===== config.mk =====
export PLATFORM = sky130hd
export DESIGN_NAME = rx_udp
export DESIGN_NICKNAME = d
export VERILOG_FILES = /design/src/rtl/rx_udp_pkg.sv /design/src/rtl/rx_udp.sv
export SDC_FILE = /design/constraint.sdc
export NUM_CORES = 1
export LEC_CHECK = 0
export ABC_AREA = 1
export BUFFER_PORTS_ARGS = -buffer_cell sky130_fd_sc_hd__buf_4
export CORE_MARGIN = 10
export CORE_UTILIZATION = 35
export CTS_BUF_LIST = sky130_fd_sc_hd__clkbuf_8
export CTS_CLUSTER_DIAMETER = 60
export CTS_CLUSTER_SIZE = 28
export DETAILED_ROUTE_END_ITERATION = 8
export GPL_TIMING_DRIVEN = 0
export SYNTH_ARGS = -nofsm -noshare
export SYNTH_HDL_FRONTEND = slang
export SYNTH_SLANG_ARGS = --single-unit

===== constraint.sdc =====
create_clock -name RX_CLK -period 2.49 [get_ports RX_CLK]
set_clock_uncertainty 0.1 [all_clocks]
set_input_delay 0 -clock RX_CLK [delete_from_list [all_inputs] [get_ports RX_CLK]]
set_output_delay 0 -clock RX_CLK [all_outputs]
set_load 0.05 [all_outputs]

===== src/rtl/rx_udp_pkg.sv =====
// Shared definitions for the receive-path UDP stage.
package rx_udp_pkg;

  // Parser state encodings (kept as plain constants for legacy compatibility)
  localparam logic [2:0] S_IDLE     = 3'd0;
  localparam logic [2:0] S_SRC_PORT = 3'd1;
  localparam logic [2:0] S_DST_PORT = 3'd2;
  localparam logic [2:0] S_LEN      = 3'd3;
  localparam logic [2:0] S_CSUM     = 3'd4;
  localparam logic [2:0] S_DATA     = 3'd5;
  localparam logic [2:0] S_DROP     = 3'd6;

  // UDP header size in bytes
  localparam int unsigned UDP_HDR_LEN = 8;

  // IPv4 protocol number for UDP, shared with the IPv4 stage
  localparam logic [7:0] UDP_PROTOCOL = 8'h11;

endpackage


===== src/rtl/rx_udp.sv =====
// Receive-path UDP stage: parses the 8-byte UDP header from the IPv4 payload
// stream, filters on protocol/destination port/length, and forwards the
// payload trimmed to the UDP length with a one-cycle latency.
module rx_udp
  import rx_udp_pkg::*;
#(
  parameter int unsigned    OCT = 8,
  parameter logic [OCT-1:0] UDP = OCT'(UDP_PROTOCOL)
) (
  input  logic             RX_CLK,
  input  logic             rst,
  input  logic             func_en,
  input  logic [2*OCT-1:0] udp_port,
  input  logic [OCT-1:0]   rx_protocol,
  input  logic             rx_ipv4_irq,
  input  logic             rx_ipv4_data_v,
  input  logic [OCT-1:0]   rx_ipv4_data,
  output logic [2*OCT-1:0] rx_src_port,
  output logic [2*OCT-1:0] rx_dst_port,
  output logic [2*OCT-1:0] rx_udp_len,
  output logic [2*OCT-1:0] rx_udp_checksum,
  output logic             rx_udp_irq,
  output logic             rx_udp_data_v,
  output logic [OCT-1:0]   rx_udp_data,
  output logic             rx_udp_last,
  output logic             rx_udp_err
);

  localparam int unsigned W = 2 * OCT;

  logic [2:0]     r_state;
  logic           r_cnt;
  logic [W-1:0]   r_remain;
  logic           r_prev_v;
  logic           r_arm;
  logic [W-1:0]   r_src;
  logic [W-1:0]   r_dst;
  logic [W-1:0]   r_len;
  logic [W-1:0]   r_csum;
  logic           r_irq;
  logic           r_data_v;
  logic [OCT-1:0] r_data;
  logic           r_last;
  logic           r_err;

  logic [2:0]     w_state_nxt;
  logic           w_sof;
  logic           w_accept;
  logic           w_has_payload;

  // Start-of-frame and acceptance qualifiers.
  // r_arm is cleared by reset and set once valid has been seen low, so a frame
  // that was already in flight when reset hit is ignored until a fresh edge.
  always_comb begin
    w_sof         = r_arm & ~r_prev_v & rx_ipv4_data_v;
    w_accept      = (rx_protocol == UDP) && (r_dst == udp_port) &&
                    (r_len >= W'(UDP_HDR_LEN));
    w_has_payload = (r_len != W'(UDP_HDR_LEN));
  end

  // Next-state decode; the state only advances while the block is enabled.
  always_comb begin
    w_state_nxt = r_state;
    if (func_en) begin
      case (r_state)
        S_IDLE:     if (w_sof) w_state_nxt = S_SRC_PORT;
        S_SRC_PORT: w_state_nxt = rx_ipv4_data_v ? S_DST_PORT : S_IDLE;
        S_DST_PORT: begin
          if (!rx_ipv4_data_v) w_state_nxt = S_IDLE;
          else if (r_cnt)      w_state_nxt = S_LEN;
        end
        S_LEN: begin
          if (!rx_ipv4_data_v) w_state_nxt = S_IDLE;
          else if (r_cnt)      w_state_nxt = S_CSUM;
        end
        S_CSUM: begin
          if (!rx_ipv4_data_v) w_state_nxt = S_IDLE;
          else if (r_cnt)      w_state_nxt = (w_accept && w_has_payload) ? S_DATA : S_DROP;
        end
        S_DATA: begin
          if (!rx_ipv4_data_v)           w_state_nxt = S_IDLE;
          else if (r_remain == W'(1))    w_state_nxt = S_DROP;
        end
        S_DROP:     if (!rx_ipv4_data_v) w_state_nxt = S_IDLE;
        default:    w_state_nxt = S_IDLE;
      endcase
    end
  end

  // State, header capture, payload forwarding and status pulses.
  // The first source-port byte is captured while still in IDLE, so SRC_PORT
  // only needs to take the low byte.
  always_ff @(posedge RX_CLK) begin
    if (rst) begin
      r_state  <= S_IDLE;
      r_cnt    <= 1'b0;
      r_remain <= '0;
      r_prev_v <= 1'b0;
      r_arm    <= 1'b0;
      r_src    <= '0;
      r_dst    <= '0;
      r_len    <= '0;
      r_csum   <= '0;
      r_irq    <= 1'b0;
      r_data_v <= 1'b0;
      r_data   <= '0;
      r_last   <= 1'b0;
      r_err    <= 1'b0;
    end else begin
      r_irq    <= rx_ipv4_irq;
      r_data_v <= 1'b0;
      r_last   <= 1'b0;
      r_err    <= 1'b0;
      if (func_en) begin
        r_state  <= w_state_nxt;
        r_prev_v <= rx_ipv4_data_v;
        if (!rx_ipv4_data_v) r_arm <= 1'b1;

        if (w_state_nxt != r_state) r_cnt <= 1'b0;
        else if (rx_ipv4_data_v)    r_cnt <= 1'b1;

        case (r_state)
          S_IDLE: begin
            if (w_sof) begin
              r_src[W-1:OCT] <= rx_ipv4_data;
              r_src[OCT-1:0] <= '0;
            end
          end
          S_SRC_PORT: if (rx_ipv4_data_v) r_src[OCT-1:0] <= rx_ipv4_data;
          S_DST_PORT: if (rx_ipv4_data_v) r_dst <= {r_dst[OCT-1:0], rx_ipv4_data};
          S_LEN:      if (rx_ipv4_data_v) r_len <= {r_len[OCT-1:0], rx_ipv4_data};
          S_CSUM: begin
            if (rx_ipv4_data_v) begin
              r_csum <= {r_csum[OCT-1:0], rx_ipv4_data};
              if (r_cnt) r_remain <= r_len - W'(UDP_HDR_LEN);
            end
          end
          S_DATA: begin
            if (!rx_ipv4_data_v) begin
              r_err <= 1'b1;
            end else begin
              r_data_v <= 1'b1;
              r_data   <= rx_ipv4_data;
              r_remain <= r_remain - W'(1);
              if (r_remain == W'(1)) r_last <= 1'b1;
            end
          end
          default: ;
        endcase
      end
    end
  end

  assign rx_src_port     = r_src;
  assign rx_dst_port     = r_dst;
  assign rx_udp_len      = r_len;
  assign rx_udp_checksum = r_csum;
  assign rx_udp_irq      = r_irq;
  assign rx_udp_data_v   = r_data_v;
  assign rx_udp_data     = r_data;
  assign rx_udp_last     = r_last;
  assign rx_udp_err      = r_err;

endmodule

==> results.yml <==
timing:
  report.final.slew_viol_count: 0
  fmax_mhz: 456
  relSlewSlack_pct: 59.9
  setup_viol: 0
  worstMarginPinSlew_ps: 601
  period_needed_ps: 2190
  timing_hold_violations_final: 0
  rsz0062_at_grt: "no"
  setup_tns_ps: 0
  min_period_over_period_pct: 88.1
  whs_ps: 18.4
global_route:
  grt-ovfl-total: 0
  grt_util_met3_pct: 6.46
  grt_busiest_layer: "met2"
  grt_pass1_vias: 4712
  use_met2_pct: 28.2
  antenna_found_initial: 0
  grt_usage_pct: 17.0
  grt_util_met1_pct: 20.1
  grt_max_degree: 17
  grt_pass1_wl_um: 24800
clock_network:
  cts_tree: "done"
  cts_made_buffers: 9
  cts_sinks: 98
  clockRootBuffer: "clkbuf_8"
  clkTransAtPathRegs_ps: 100
  clockBufferDepth: 2
  cts_setup_buffers: 0
  clk-insertion-delay-late_ps: 390
  h-tree-depth: 3
outcome:
  status: "complete, no violations"
setup_path:
  endpoint: "r_remain[15]"
  arrival_ps: 2400
  reg2reg_to: "r_remain[15]"
  reg2reg_depth: 12
  worst_setup_path_end_kind: "flip-flop"
  start_kind: "flip-flop"
  r2r_setup_slack_ps: 300
  timing.rr.start: "rx_udp_len[3]"
  crit_required_ps: 2700
  crit_start: "rx_udp_len[3]"
  worstPathMaxFanout: 6
  worst-setup-path-type: "flip-flop to flip-flop"
synth:
  dominantRegCellSynth: "dfxtp_1"
  yosysWarnings: 0
  synthDistinctLibCells: 33
  synth_area_um2: 4570
  synth_cells: 640
  yosysTopAreaCell: "dfxtp_1"
  synthTopCellsByArea: "dfxtp_1, o21ai_0, a21oi_1, nand2_1, inv_1"
  synthArstFlopShare_pct: 0
  netlist.area_leader.share_pct: 42.9
  synth_nets: 680
  synth_edf_count: 0
  ys_ff_latch: 98
  syn_avg_cell_area_um2: 7.15
  ys_seq_area_share_pct: 42.9
route:
  num_vias: 4757
  postRouteAntennaNets: 0
  first_pass_iters: 5
  viasPerCell: 5.00
  finalWirelength_um: 15300
  wl_per_cell_um: 16.1
  drtIter0Drc: 369
  drc_errors: 0
die:
  die_y_um: 134
  coreArea_um2: 12700
  die_area_um2: 18000
  ios: 113
  rows: 41
  initial_utilization_pct: 36.0
  dieWidth_um: 134
layout:
  layout_commonest_cell: "buf_4"
  utilization_pct: 46.8
  antenna_cells: 0
  final_nets: 814
  drive_above_1_share_pct: 20.4
  syn_to_final_growth_pct: 30.1
  mostFrequentLayoutCells: "buf_4, dfxtp_1, o21ai_0, a21oi_1, nand2_1"
  final_cell_area_um2: 5950
min_path:
  min_path_type: "primary input to flip-flop"
  hp-start: "rst"
placed_design:
  gp_congestion: 0.924
  place_area_um2: 5620
  dp_hpwl_um: 11800
  port_buffers: 110
power:
  p_leak_uw: 0.00283
  irDropWorstVdd_uv: 393
  p_per_area_nw_per_um2: 492
  finalPower_uw: 2930
job:
  max_cap_viol_count: 0
[final cells by class]
class | count | area [um^2]
fill | 1367 | 6770
multi-input combinational | 434 | 2190
sequential | 98 | 1960
timing repair buffer | 123 | 956
inverter | 82 | 310
tap | 172 | 215
clock buffer | 10 | 138
buffer | 26 | 121
clock inverter | 6 | 65.1
[cell usage after synthesis, drive strengths merged (3+ instances only)]
cell type and instances:
xor2 8, nand2 89, xnor2 7, dfxtp 98, or2 9, nand4 6, clkbuf 16, buf 10
ha 3, o21ai 96, a21oi 89, a31oi 5, inv 82, nor3 7, a211oi 4, nor2 78
o211ai 3, nand3 25
[flip-flops by register name (all words and copies together), names as in the netlist]
signal / flops
rx_udp_data_v: 1
r_prev_v: 1
r_remain: 16
rx_udp_data: 8
rx_udp_err: 1
rx_udp_checksum: 16
r_state: 3
r_arm: 1
rx_udp_len: 16
rx_src_port: 16
rx_udp_last: 1
rx_dst_port: 16
r_cnt: 1
rx_udp_irq: 1
[cell families after synthesis]
group | Yosys count | synth area share [%]
buffers and inverters | 108 | 9.44
DFF | 98 | 42.9
adders and majority gates | 3 | 0.821
AOI/OAI and AO/OA | 200 | 22.8
and+or+nand+nor | 216 | 21.2
xor gates and xnor gates | 15 | 2.87
[power breakdown]
part | internal [uW] | switching [uW] | total, uW
combinational | 101 | 156 | 257
sequential | 1580 | 11.0 | 1590
clock | 494 | 588 | 1080
[routing by layer]
layer / wire, um / vias to the layer above / part of all wire (%)
met5: 0 / - / 0
met4: 208 / 0 / 1.4
met3: 1140 / 16 / 7.4
met2: 7280 / 134 / 48
met1: 6660 / 2232 / 44
li1: - / 2375 / -
[how the worst min path moves through the flow]
| stage | endpoint | slack (ps) | depth (start not counted) |
|---|---|---|---|
| after floorplan | rx_udp_irq | 7 | 2 |
| after global placement | rx_udp_irq | 100 | 3 |
| after detailed placement | rx_udp_irq | 110 | 3 |
| after CTS | r_state[0] | 30 | 2 |
| after global routing | rx_udp_err | 80 | 2 |
| final | r_state[0] | 20 | 2 |
[critical path, stage by stage (launching register included)]
cell	delay, ps
dfxtp_1	360
inv_1	170
ha_1	200
inv_1	40
nor2_1	120
nand2_1	90
nor2_1	140
inv_1	100
nor3_2	180
nand2_1	100
xor2_1	250
o211ai_1	120
a21oi_1	140
[through the flow]
step,setup slack (ps),cells
6_report,296,951
5_1_grt,50.0,951
4_1_cts,211,951
3_5_place_dp,251,922
3_3_place_gp,267,922
2_1_floorplan,350,640
[timing repair]
item,4_1_cts,5_1_grt
hold buffers,13,0
setup endpoints to repair,0,2
resized for setup,0,1
hold endpoints to repair,48,0
Power figures use the tool's default switching activity.
